==> src/rtl/spi_master.sv <==
// SPI initiator: one 16-bit frame {addr[6:0], rw, data[7:0]} per request, MSB first, SCLK idles low.
// Define SPI_MASTER_LOOPBACK_EN to add a loopback input that feeds internal MOSI into the read sampler.
`timescale 1ns/1ps
module spi_master #(
  parameter int CLK_DIV = 4,
  parameter int CS_GAP  = 8
) (
  input  logic       clk,
  input  logic       rst_n,
  input  logic       start,
  input  logic [6:0] addr,
  input  logic       rw,
  input  logic [7:0] wdata,
`ifdef SPI_MASTER_LOOPBACK_EN
  input  logic       loopback,
`endif
  output logic       ready,
  output logic       done,
  output logic [7:0] rdata,
  output logic       cs,
  output logic       sclk,
  output logic       mosi,
  input  logic       miso
);

  typedef enum logic [2:0] {S_IDLE, S_SETUP, S_HIGH, S_LOW, S_GAP} state_e;

  localparam logic [7:0] DIV_LOAD = 8'(CLK_DIV - 1);
  // cs is also high during the IDLE cycle that accepts the next frame, so GAP
  // itself (done cycle included) lasts CS_GAP-1 cycles to give CS_GAP high cycles.
  localparam logic [7:0] GAP_LOAD = 8'((CS_GAP > 1) ? (CS_GAP - 2) : 0);

  state_e      state_q, state_d;
  logic [7:0]  div_q, div_d;
  logic [3:0]  bit_q, bit_d;
  logic [15:0] tx_q, tx_d;
  logic [7:0]  rx_q, rx_d;
  logic        rw_q, rw_d;
  logic        cs_q, cs_d;
  logic        sclk_q, sclk_d;
  logic        done_q, done_d;
  logic [7:0]  rdata_q, rdata_d;
  logic        miso_s;

`ifdef SPI_MASTER_LOOPBACK_EN
  assign miso_s = loopback ? tx_q[15] : miso;
`else
  assign miso_s = miso;
`endif

  always_comb begin
    // NOTE: every next-state signal gets a default first so no path leaves one unassigned (no latches).
    state_d = state_q;
    div_d   = div_q;
    bit_d   = bit_q;
    tx_d    = tx_q;
    rx_d    = rx_q;
    rw_d    = rw_q;
    cs_d    = cs_q;
    sclk_d  = sclk_q;
    done_d  = 1'b0;
    rdata_d = rdata_q;
    unique case (state_q)
      S_IDLE: begin
        if (start) begin
          state_d = S_SETUP;
          tx_d    = {addr, rw, wdata};
          rw_d    = rw;
          rx_d    = '0;
          div_d   = DIV_LOAD;
          bit_d   = '0;
          cs_d    = 1'b0;
        end
      end
      S_SETUP: begin
        if (div_q == '0) begin
          state_d = S_HIGH;
          sclk_d  = 1'b1;
          div_d   = DIV_LOAD;
        end else begin
          div_d = div_q - 8'd1;
        end
      end
      S_HIGH: begin
        if (div_q == '0) begin
          state_d = S_LOW;
          sclk_d  = 1'b0;
          tx_d    = {tx_q[14:0], 1'b0};  // after the 16th shift mosi reads 0
          div_d   = DIV_LOAD;
        end else begin
          div_d = div_q - 8'd1;
        end
      end
      S_LOW: begin
        if (div_q == '0) begin
          if (bit_q == 4'd15) begin
            cs_d    = 1'b1;
            done_d  = 1'b1;
            bit_d   = '0;
            div_d   = GAP_LOAD;
            state_d = (CS_GAP > 1) ? S_GAP : S_IDLE;
            if (rw_q) rdata_d = rx_q;
          end else begin
            state_d = S_HIGH;
            sclk_d  = 1'b1;
            bit_d   = bit_q + 4'd1;
            div_d   = DIV_LOAD;
            if (rw_q && bit_q >= 4'd7) rx_d = {rx_q[6:0], miso_s};
          end
        end else begin
          div_d = div_q - 8'd1;
        end
      end
      S_GAP: begin
        if (div_q == '0) state_d = S_IDLE;
        else             div_d   = div_q - 8'd1;
      end
      default: state_d = S_IDLE;
    endcase
  end

  // NOTE: state registers use non-blocking assignments and reset asynchronously; cs idles high.
  always_ff @(posedge clk or negedge rst_n) begin
    if (!rst_n) begin
      state_q <= S_IDLE;
      div_q   <= '0;
      bit_q   <= '0;
      tx_q    <= '0;
      rx_q    <= '0;
      rw_q    <= 1'b0;
      cs_q    <= 1'b1;
      sclk_q  <= 1'b0;
      done_q  <= 1'b0;
      rdata_q <= '0;
    end else begin
      state_q <= state_d;
      div_q   <= div_d;
      bit_q   <= bit_d;
      tx_q    <= tx_d;
      rx_q    <= rx_d;
      rw_q    <= rw_d;
      cs_q    <= cs_d;
      sclk_q  <= sclk_d;
      done_q  <= done_d;
      rdata_q <= rdata_d;
    end
  end

  assign ready = (state_q == S_IDLE);
  assign done  = done_q;
  assign rdata = rdata_q;
  assign cs    = cs_q;
  assign sclk  = sclk_q;
  assign mosi  = tx_q[15];

endmodule

==> config.mk <==
export PLATFORM = sky130hd
export DESIGN_NAME = spi_master
export DESIGN_NICKNAME = d
export VERILOG_FILES = /design/src/rtl/spi_master.sv
export SDC_FILE = /design/constraint.sdc
export NUM_CORES = 1
export LEC_CHECK = 0
export BUFFER_PORTS_ARGS = -buffer_cell sky130_fd_sc_hd__buf_2
export CAP_MARGIN = 20
export CORE_UTILIZATION = 40
export DETAILED_ROUTE_END_ITERATION = 16
export PLACE_DENSITY = 0.7
export SETUP_SLACK_MARGIN = 0.1
export SYNTH_ARGS = -nofsm -noshare
export SYNTH_HDL_FRONTEND = slang
export SYNTH_SLANG_ARGS = --single-unit
==> constraint.sdc <==
create_clock -name clk -period 4.9 [get_ports clk]
set_clock_uncertainty 0.15 [all_clocks]
set_input_delay 0.98 -clock clk [delete_from_list [all_inputs] [get_ports clk]]
set_output_delay 0.98 -clock clk [all_outputs]
set_load 0.03 [all_outputs]
# Yosys cells after proc, flatten, opt, wreduce, memory -nomap -nowiden
# Index checks and enable logic that the tools add are counted.
# word_totals
reg_bits,51
latchBits,0
ram_bits,0
rom_bits,0
inputBits,20
out_inout_bits,13
wordCells,81
n_memories,0
# classes
add_sub_neg,2
mul,0
n_div,0
order_cmp,1
eq_ne,14
n_shift,0
muxes,37
n_bitwise,0
reduce_logical,17
# ops
cell,count
$mux 8,8
$mux 16,2
$pmux 16 s2,1
$pmux 8 s4,1
$mux 3,7
$ne 2x2->1 const B,9
$pmux 8 s2,1
$pmux 3 s5,1
$reduce_and 5->1,3
$mux 4,3
$mux 1,10
$reduce_and 3->1,3
$logic_not 8->1,1
$pmux 4 s2,1
$reduce_and 4->1,2
$sub 8x1->8 const B,1
$eq 3x2->1 const B,2
$add 4x1->4 const B,1
$eq 4x4->1 const B,1
$ge 4x3->1 const B,1
$reduce_bool 2->1,2
$reduce_bool 4->1,1
$eq 3x1->1 const B,1
$eq 3x3->1 const B,1
other kinds (7),7

# Logic depth before layout (Yosys ltp)
# Gate-level depths: netlist of the first run.
# depth
word_depth,6
ltp_mapped,9
ltp_nobuf,6

# Least setup slack after synthesis of the first run
# No wires, ideal clock.
# synth_path
path_type,input port to flip-flop
start,input start
end,register rx_q[1]
setup_time_ps,125
arrival_ps,2365
t_required_ps,4625
setup_slack_ps,2260
cell_stages,4
n_path_buf,0
cell_sequence,or3b_4 > a21o_1 > a211oi_4 > mux2_2
# synth_via
elab_chain_len,2
# synth_lines
element,line,rtl
start: declaration,10,"input logic start,"
$ne 2x2->1 (no source line),n/a,
$reduce_and 5->1 (no source line),n/a,
end signal: assignment,140,rx_q <= rx_d;
end: declaration,37,"logic [7:0] rx_q, rx_d;"
# No other way between the ends.
# A chain may end at the register's enable or synchronous reset.

# Worst setup path in the final report of the first run
# layout_path
start,register div_q[0]
end,register tx_q[7]
# layout_via
elab_chain_len,3
# layout_lines
element,line,rtl
start: declaration,34,"logic [7:0] div_q, div_d;"
start signal: assignment,137,div_q <= div_d;
$logic_not 8->1,85,if (div_q == '0) begin
$ne 2x2->1 (no source line),n/a,
$reduce_and 3->1 (no source line),n/a,
end signal: assignment,139,tx_q <= tx_d;
end: declaration,36,"logic [15:0] tx_q, tx_d;"
# No other way between the ends.

==> reports/metrics.yaml, run 1 <==
antenna_found_initial: 0
crit_buf_inv: 1
status: "finished, final reports clean"
initial_core_util_pct: 41.4
grt_overflow: 0
synth_cell_types: 59
grt_use_total_pct: 15.2
grt_pass1_wl_um: 8880
grt_start_max_net_pins: 52
final_util_pct: 45.9
clk_root_buffer_cell: "clkbuf_8"
cts.sinks: 51
fmax_mhz: 338
synth.top_cell.area_share_pct: 44.2
layoutNonFillerInstCount: 376
dieArea_mm2: 0.00742
avgSynthCellArea_um2: 11.2
postCtsResizedCells: 0
die_w_um: 86.1
crit_chain: "inv_1 -> ha_1 -> or4b_1 -> nor2_8 -> a21o_1 -> mux2_2"
drt_iter0_markers: 130
ant_nets: 0
async_flop_share_pct: 100
syn_inst: 253
period_share_pct: 60.4
crit_family: "simple AND/OR/NAND/NOR gates"
drive_gt1_share_pct: 34.6
startpoint_type: "register"
arrival_ns: 3.02
areaGrowthSynthToFinish_pct: 10.7
core_mm2: 0.00683
cts_setup_buffers: 0
period_needed_ns: 2.96
max_slew_margin_pct: 36.8
path_clk_slew_ns: 0.10
power_density_mw_per_mm2: 531
drt-wirelength-per-cell_um: 14.1
worstMarginPinSlew_ns: 0.941
dp.cells: 368
crit_path_end_kind: "register"
p_leak_nw: 1.41
vias: 1995
hpwlAfterDp_um: 3660
setup_viol: 0
placed_area_mm2: 0.00304
finalInstanceArea_mm2: 0.00314
synth_edf_count: 0
io_buffers: 32
vdd_drop_max_uv: 210
num_io_pins: 33
syn_area_mm2: 0.00283
final_cell_mix: "dfrtp_1, mux2_2, buf_2, nor2_1, inv_1"
slowest_stage: "or4b_1"
cpPeakStageDelay_ns: 0.64
hp-class: "reg2reg"
slew_violations: 0
synth_seq_cells: 51
via_per_inst: 5.31
yosysWarnings: 0
routed_wl_um: 5310
seq_area_frac_synth_pct: 45.1
clk_latency_ns: 0.32
die_y_um: 86.1
cts_made_buffers: 5
num-fill-cells: 667
dr.pass1.iters: 4
ys_top_cells_by_area: "dfrtp_1, mux2_2, mux2_4"
yosys.area.top_type: "dfrtp_1"
cts_max_level: 2
syn_nets: 276
setup.worst_path.class: "reg2reg"
grt_pass1_vias: 1915
ys.flop_type: "dfrtp_1"
gp_congestion: 0.874
max_cap_viol_count: 0
postCtsHoldBufs: 0
drc: 0
tritoncts: "yes"
cp.required_ns: 4.96
final.setup.tns_ns: 0
fin_nets: 302
diodes: 0
final_common_cell: "dfrtp_1"
hold_violations: 0
fp-row-count: 30
rsz0062_at_grt: "false"
critPathMaxFanout: 16
cts.path.max_buffers: 2
[Yosys cell counts, types with 2 or more instances]
master,number
a211oi_1,2
a21o_1,4
a21oi_1,11
a311oi_1,2
a31oi_1,6
and3_1,2
buf_2,6
clkbuf_1,6
dfrtp_1,50
ha_1,3
inv_1,13
mux2_2,34
mux2_4,9
mux2i_1,5
nand2_1,10
nand2b_1,2
nand3_1,5
nand4_1,3
nand4b_1,2
nor2_1,17
nor2b_1,2
nor3_1,8
nor4_1,2
o2111ai_1,2
o211ai_1,3
o21ai_0,7
or2_2,2
or3_1,3
xnor2_1,2
[layout make-up]
type                    instances  area [µm²]  share of cell area (%)
flip-flops and latches         51        1280                    40.7
inverters                      13        48.8                    1.56
repair buffers                 35         183                    5.83
well taps                      96         120                    3.83
multi-input cells             173        1410                    45.0
clock buffers                   5        68.8                    2.19
clock inverters                 3        27.5                   0.878
[power breakdown]
part	switching, W	internal, W
combinational	0.000367	0.000334
clock	0.000154	0.000105
sequential	0.000142	0.000562
[tightest hold or removal path: stages, from the launching register on]
cell	delay [ns]
dfstp_2	0.38
nor2_1	0.09
nor2_1	0.05
[logic make-up after synthesis]
family,synth area share (%)
AOI/OAI and AO/OA,12.9
xor gates and xnor gates,0.619
adders and majority gates,1.33
buffers and inverters,5.08
DFF,45.1
muxes,20.1
and+or+nand+nor,14.9
[worst paths after layout]
path | from | to | slack, ns | cells after the start
max in group asynchronous | rst_n | div_q[2]$_DFFE_PN0P_ | 3.58 | 2
worst max-delay path | div_q[0]$_DFFE_PN0P_ | tx_q[7]$_DFFE_PN0P_ | 1.94 | 6
worst min-delay path | cs$_DFFE_PN1P_ | cs$_DFFE_PN1P_ | 0.36 | 2
worst min register to register | cs$_DFFE_PN1P_ | cs$_DFFE_PN1P_ | 0.36 | 2
worst max register to register | div_q[0]$_DFFE_PN0P_ | tx_q[7]$_DFFE_PN0P_ | 1.94 | 6
min in group asynchronous | rst_n | div_q[6]$_DFFE_PN0P_ | 0.60 | 2
[routing by layer]
layer | up-vias | track usage [%] | part of all wire (%)
li1 | 979 | - | -
met1 | 977 | 20.3 | 47
met2 | 33 | 24.5 | 48
met3 | 6 | 3.27 | 3.7
met4 | 0 | 5.15 | 1.4
met5 | - | 0 | 0
[per-stage QoR]
step	hold slack [ns]	worst slack (ns)	power, W
floorplan	0.321	2.26	0.00127
global placement	0.335	1.88	0.00139
detailed placement	0.342	1.84	0.00141
CTS	0.362	1.93	0.00167
global route	0.375	1.80	0.00177
finish	0.357	1.94	0.00167
[flip-flops by register name (all words and copies together), names as in the netlist]
name,cells
tx_q,16
div_q,8
rdata,8
rx_q,8
bit_q,4
state_q,3
cs,1
done,1
rw_q,1
sclk,1
(Power assumes the default switching activity.)
==> inputs of run 2 (changes only) <==
Settings changed: ABC_AREA set to 1, PLACE_DENSITY 0.7 to 0.73.
Clock period 4.9 ns to 2.5 ns, I/O delays scaled along.
==> run 2 against run 1 <==
Effect of this change:
- routed wire length down 4.7%
- combinational power increased by 85%
- utilization increased by 0.91 points
- critical path type is now reg2out
- largest power group is now combinational logic
- highest routed layer unchanged
==> reports/metrics.yaml, run 2 <==
synth_cell_types: 34  # -42%
rsz0062_at_grt: "false"
initial_core_util_pct: 41.5  # +0.070 points
hp-class: "in2async"
power_density_mw_per_mm2: 1000  # +89%
final_cell_mix: "nand2_1, dfrtp_1, o21ai_0, inv_1, buf_2"
syn_nets: 357  # +29%
async_flop_share_pct: 100  # unchanged
largest-register: "tx_q"
gp_congestion: 0.844  # -3.5%
hpwlAfterDp_um: 3620  # -0.88%
finalPower_w: 0.00300  # +80%
max_slew_margin_pct: 58.0  # +21 points
routed_wl_um: 5060  # -4.7%
via_per_inst: 4.90  # -7.7%
postCtsHoldBufs: 0  # unchanged
synth_edf_count: 0  # unchanged
final_common_cell: "nand2_1"
critPathMaxFanout: 6  # -10
cts_setup_buffers: 0  # unchanged
regToRegEndpoint: "rx_q[4]$_DFFE_PN0P_"
io_buffers: 32  # unchanged
max_cap_viol_count: 0  # unchanged
drt-wirelength-per-cell_um: 11.4  # -19%
cts_max_level: 2  # unchanged
grt_start_max_net_pins: 52  # unchanged
grt_use_total_pct: 16.8  # +1.6 points
crit_path_end_kind: "output pin"
yosysWarnings: 0  # unchanged
status: "finished, final reports clean"
rr_startpoint: "div_q[0]$_DFFE_PN0P_"
diodes: 0  # unchanged
cts.path.max_buffers: 2  # unchanged
period_share_pct: 82.1
antenna_found_initial: 0  # unchanged
fin_nets: 390  # +29%
drt_iter0_markers: 98  # -25%
dp.cells: 437  # +19%
die_y_um: 83.4  # -3.2%
synth_seq_cells: 51  # unchanged
period_needed_ns: 2.05
final.setup.tns_ns: 0  # unchanged
areaGrowthSynthToFinish_pct: 12.7
ant_nets: 0  # unchanged
hold_violations: 0  # unchanged
startpoint_type: "register"
setup.worst_path.class: "reg2out"
placed_area_mm2: 0.00289  # -5.1%
ys.flop_type: "dfrtp_1"
vdd_drop_max_uv: 621  # +200%
synth.top_cell.area_share_pct: 47.2  # +3.0 points
dieArea_mm2: 0.00696  # -6.2%
finalInstanceArea_mm2: 0.00299  # -4.7%
cp.required_ns: 1.85  # -3.11 ns
cts_made_buffers: 5  # unchanged
grt_pass1_wl_um: 9520  # +7.2%
clk_latency_ns: 0.31  # about the same
ys_top_cells_by_count: "nand2_1, dfrtp_1, o21ai_0"
dr.pass1.iters: 4  # unchanged
syn_area_mm2: 0.00265  # -6.4%
worstMarginPinSlew_ns: 0.630  # -0.311 ns
clk_root_buffer_cell: "clkbuf_8"
yosysMostFrequentCell: "nand2_1"
grt_overflow: 0  # unchanged
cts.sinks: 51  # unchanged
arrival_ns: 1.40  # -1.62 ns
core_mm2: 0.00639  # -6.5%
setup_viol: 0  # unchanged
syn_inst: 334  # +32%
fp-row-count: 29  # -3.3%
drc: 0  # unchanged
die_w_um: 83.4  # -3.2%
num_io_pins: 33  # unchanged
vias: 2180  # +9.3%
postCtsResizedCells: 0  # unchanged
grt_pass1_vias: 2198  # +15%
seq_area_frac_synth_pct: 48.2  # +3.1 points
path_clk_slew_ns: 0.09  # about the same
r2r_cells: 9  # +3
yosys.area.top_type: "dfrtp_1"
p_leak_nw: 1.58  # +12%
ys_top_cells_by_area: "dfrtp_1, nand2_1, o21ai_0"
tritoncts: "yes"
drive_gt1_share_pct: 19.8  # -15 points
r2r_slack_ns: 0.53  # -1.41 ns
layoutNonFillerInstCount: 445  # +18%
num-fill-cells: 636  # -4.6%
slew_violations: 0  # unchanged
avgSynthCellArea_um2: 7.94  # -29%
fmax_mhz: 487
largest_reg_flops: 16  # unchanged
## run 2: changes by cell type in the layout (fill, tap and decap cells not counted), sizes merged, moves of 8 or more
cell | before | now
o21ai | 7 | 51
mux2 | 43 | 1
nand3 | 5 | 22
a21oi | 12 | 3
nand2 | 10 | 114
nor3 | 9 | 1
inv | 14 | 43
## run 2: power breakdown
group | switching (W) | total [W] | internal [W]
logic | 0.000899 | 0.00130 | 0.000398
clock network | 0.000272 | 0.000524 | 0.000252
registers | 0.000135 | 0.00118 | 0.00105
total | 0.00131 | 0.00300 | 0.00170
## run 2: worst max-delay path by stage
stage | start | end | slack (ns) | cells past startpoint
after detailed placement | div_q[0]$_DFFE_PN0P_ | rx_q[0]$_DFFE_PN0P_ | 0.58 | 9
after floorplan | div_q[0]$_DFFE_PN0P_ | rx_q[5]$_DFFE_PN0P_ | 0.77 | 10
final | state_q[2]$_DFFE_PN0P_ | ready | 0.45 | 4
after CTS | state_q[2]$_DFFE_PN0P_ | ready | 0.44 | 4
after global routing | div_q[0]$_DFFE_PN0P_ | rx_q[2]$_DFFE_PN0P_ | 0.36 | 9
after global placement | div_q[0]$_DFFE_PN0P_ | rx_q[3]$_DFFE_PN0P_ | 0.59 | 9
## run 2: cell type report
class	count	area, µm²	area share (%)
flip-flops and latches	51	1280	42.7
inverters	44	170	5.69
clock inverters	1	7.51	0.251
well taps	77	96.3	3.22
multi-input cells	230	1160	38.8
clock buffers	7	96.3	3.22
repair buffers	35	183	6.11
## run 2: worst max-delay path, stage by stage, from the launching register on
cell and delay (ns):
dfrtp_1 0.43, nor2_1 0.17, nand2_1 0.17, inv_1 0.12, buf_2 0.20
## run 2: per-layer routing
metal | part of all wire (%) | up-vias | track usage [%]
met5 | 0 | - | 0
met4 | 2.0 | 0 | 6.47
met3 | 2.9 | 8 | 3.08
met2 | 46 | 37 | 27.4
met1 | 49 | 1007 | 22.3
li1 | - | 1128 | -
## run 2: logic make-up after synthesis
group / share of synthesized area, %
simple gates: 28.2
compound gates: 13.0
buf+inv: 8.12
flops: 48.2
fa+ha+maj: 1.42
xor+xnor: 0.661
mux: 0.425
## run 2: through the flow
stage          setup WS, ns  hold slack [ns]  util [%]
2_1_floorplan         0.771           0.0544         -
3_3_place_gp          0.591            0.303      45.2
3_5_place_dp          0.575            0.303      45.2
4_1_cts               0.443            0.163      46.8
5_1_grt               0.365            0.201      46.8
6_report              0.448            0.143      46.8
==> inputs of run 3 (changes only) <==
Settings changed: PLACE_DENSITY 0.73 to 0.71.
Clock period 2.5 ns to 2 ns, I/O delays scaled along.
==> run 3 against run 2 <==
Effect of this change:
- register-to-register slack worse by 0.36 ns
- die area unchanged
- highest routed layer unchanged
- first-iteration DRC count up 34%
- sequential power up 24%
- design area up 6.2%
- hold slack better by 0.0020 ns
- largest cell class unchanged
- critical path depth unchanged
- non-clock buffer count up 10
- critical path type unchanged
==> reports/metrics.yaml, run 3 (synthesis gave the netlist of run 2 again) <==
num_io_pins: 33  # unchanged
drc: 0  # unchanged
multi_input_area_mm2: 0.00123  # +5.9%
antenna_found_initial: 0  # unchanged
path_clk_slew_ns: 0.10  # about the same
status: "finished, final reports clean"
initial_core_util_pct: 41.5  # unchanged
crit_buf_inv: 2  # unchanged
crit_family: "flip-flops"
final.setup.tns_ns: 0  # unchanged
final_cell_mix: "nand2_1, dfrtp_1, o21ai_0, inv_1, buf_2"
die_w_um: 83.4  # unchanged
cpPeakStageDelay_ns: 0.47  # +0.04 ns
cp.required_ns: 1.45  # -0.40 ns
critPathMaxFanout: 6  # unchanged
core_mm2: 0.00639  # unchanged
fp-row-count: 29  # unchanged
worstMarginPinSlew_ns: 0.641  # +0.0109 ns
via_per_inst: 4.87  # -0.67%
rsz0062_at_grt: "false"
cts.path.max_buffers: 2  # unchanged
grt_use_total_pct: 16.8  # -0.032 points
finalPower_w: 0.00406  # +35%
grt_overflow: 0  # unchanged
p_leak_nw: 1.65  # +4.5%
routed_wl_um: 5340  # +5.5%
hpwlAfterDp_um: 3770  # +4.0%
grt_pass1_vias: 2115  # -3.8%
dr.pass1.iters: 4  # unchanged
slew_violations: 0  # unchanged
largest-register: "tx_q"
grt_start_max_net_pins: 32  # -38%
hold_violations: 0  # unchanged
cts_max_level: 2  # unchanged
grt_pass1_wl_um: 9440  # -0.87%
max_slew_margin_pct: 57.3  # -0.73 points
seq_area_mm2: 0.00128  # +0.20%
fmax_mhz: 539
dieArea_mm2: 0.00696  # unchanged
busiest_layer: "met2"
crit_chain: "nor2_4 -> nand2_2 -> inv_1 -> clkbuf_4"
drt_iter0_markers: 131  # +34%
die_y_um: 83.4  # unchanged
r2r_slack_ns: 0.17  # -0.36 ns
period_share_pct: 92.7
gp_congestion: 0.885  # +4.9%
areaGrowthSynthToFinish_pct: 19.8
setup.worst_path.class: "reg2out"
max_cap_viol_count: 0  # unchanged
startpoint_type: "register"
tritoncts: "yes"
setup_viol: 0  # unchanged
final_common_cell: "nand2_1"
min_path_cells: 3
grtUsageMet1_pct: 22.2  # -0.043 points
io_buffers: 32  # unchanged
grt_use_met2_pct: 26.5  # -0.89 points
arrival_ns: 1.30  # -0.10 ns
ant_nets: 0  # unchanged
cts.sinks: 51  # unchanged
vias: 2219  # +1.8%
crit_path_end_kind: "output pin"
fin_nets: 401  # +2.8%
hp-class: "in2reg"
clk_latency_ns: 0.32  # about the same
largest_reg_flops: 16  # unchanged
diodes: 0  # unchanged
slowest_stage: "dfrtp_2"
cts_made_buffers: 5  # unchanged
drt-wirelength-per-cell_um: 11.7  # +3.0%
period_needed_ns: 1.85
crit_cells: 4  # unchanged
met3_usage_pct: 3.58  # +0.50 points
vdd_drop_max_uv: 595  # -4.2%
r2r_cells: 10  # +1
clk_root_buffer_cell: "clkbuf_8"
drive_gt1_share_pct: 25.9  # +6.0 points
num-fill-cells: 600  # -5.7%
power_density_mw_per_mm2: 1280  # +27%
[run 3: cell types whose count changed in the layout (fill, tap and decap cells not counted), moves of 2 or more]
cell,previous run,this run
buf_12,0,3
buf_4,3,9
dfrtp_1,50,48
dfrtp_2,0,2
nand2_1,108,100
nand2_2,4,11
nor2_1,16,14
[run 3: cell type report]
class | instances | share of cell area, %
clock buffer | 6 | 2.60
clock inverter | 2 | 0.512
inverter | 44 | 5.44
multi-input combinational | 231 | 38.7
sequential | 51 | 40.3
tap | 77 | 3.03
timing repair buffer | 45 | 9.46
[run 3: worst paths after layout]
path / start / endpoint
setup / recovery: state_q[2]$_DFFE_PN0P_ / ready
hold / removal: wdata[0] / tx_q[0]$_DFFE_PN0P_
setup reg to reg: div_q[0]$_DFFE_PN0P_ / rx_q[1]$_DFFE_PN0P_
hold reg to reg: rdata[7]$_DFFE_PN0P_ / rdata[7]$_DFFE_PN0P_
max in group asynchronous: rst_n / state_q[0]$_DFFE_PN0P_
min in group asynchronous: rst_n / div_q[3]$_DFFE_PN0P_
[run 3: per-stage QoR]
step	hold WS (ns)	util [%]	worst slack, ns	area, µm²	std cells
2_1_floorplan	-0.0456	-	0.271	2650	334
3_3_place_gp	0.302	46.2	0.170	2950	442
3_5_place_dp	0.303	46.2	0.0758	2950	442
4_1_cts	0.143	48.2	0.0854	3080	452
5_1_grt	0.161	49.7	0.0783	3180	456
6_report	0.145	49.7	0.145	3180	456
[run 3: tightest hold or removal path: cells and delay by family]
| kind | cells | cell delay (ns) |
|---|---|---|
| buffers and inverters | 1 | 0.07 |
| AOI/OAI and AO/OA | 1 | 0.06 |
| and+or+nand+nor | 1 | 0.04 |
[run 3: routing by layer]
layer | share of wire [%] | vias to the layer above
met1 | 48 | 1015
met4 | 2.6 | 0
met2 | 46 | 42
met5 | 0 | -
met3 | 3.5 | 11
li1 | - | 1151
[run 3: repair_timing]
item                                    in CTS  in global routing
pin swaps                                    2                  2
gates resized for setup                      4                 18
buffers inserted                             0                  4
endpoints found under the hold margin       24                  0
endpoints found under the setup margin       9                 15
cloned                                       1                  0
hold buffers                                 1                  0
[run 3: report_power, final]
part	internal (W)	leakage (nW)	switching, W
sequential	0.00131	0.664	0.000151
clock	0.000283	0.0474	0.000358
combinational	0.000674	0.937	0.00129
total	0.00227	1.65	0.00179
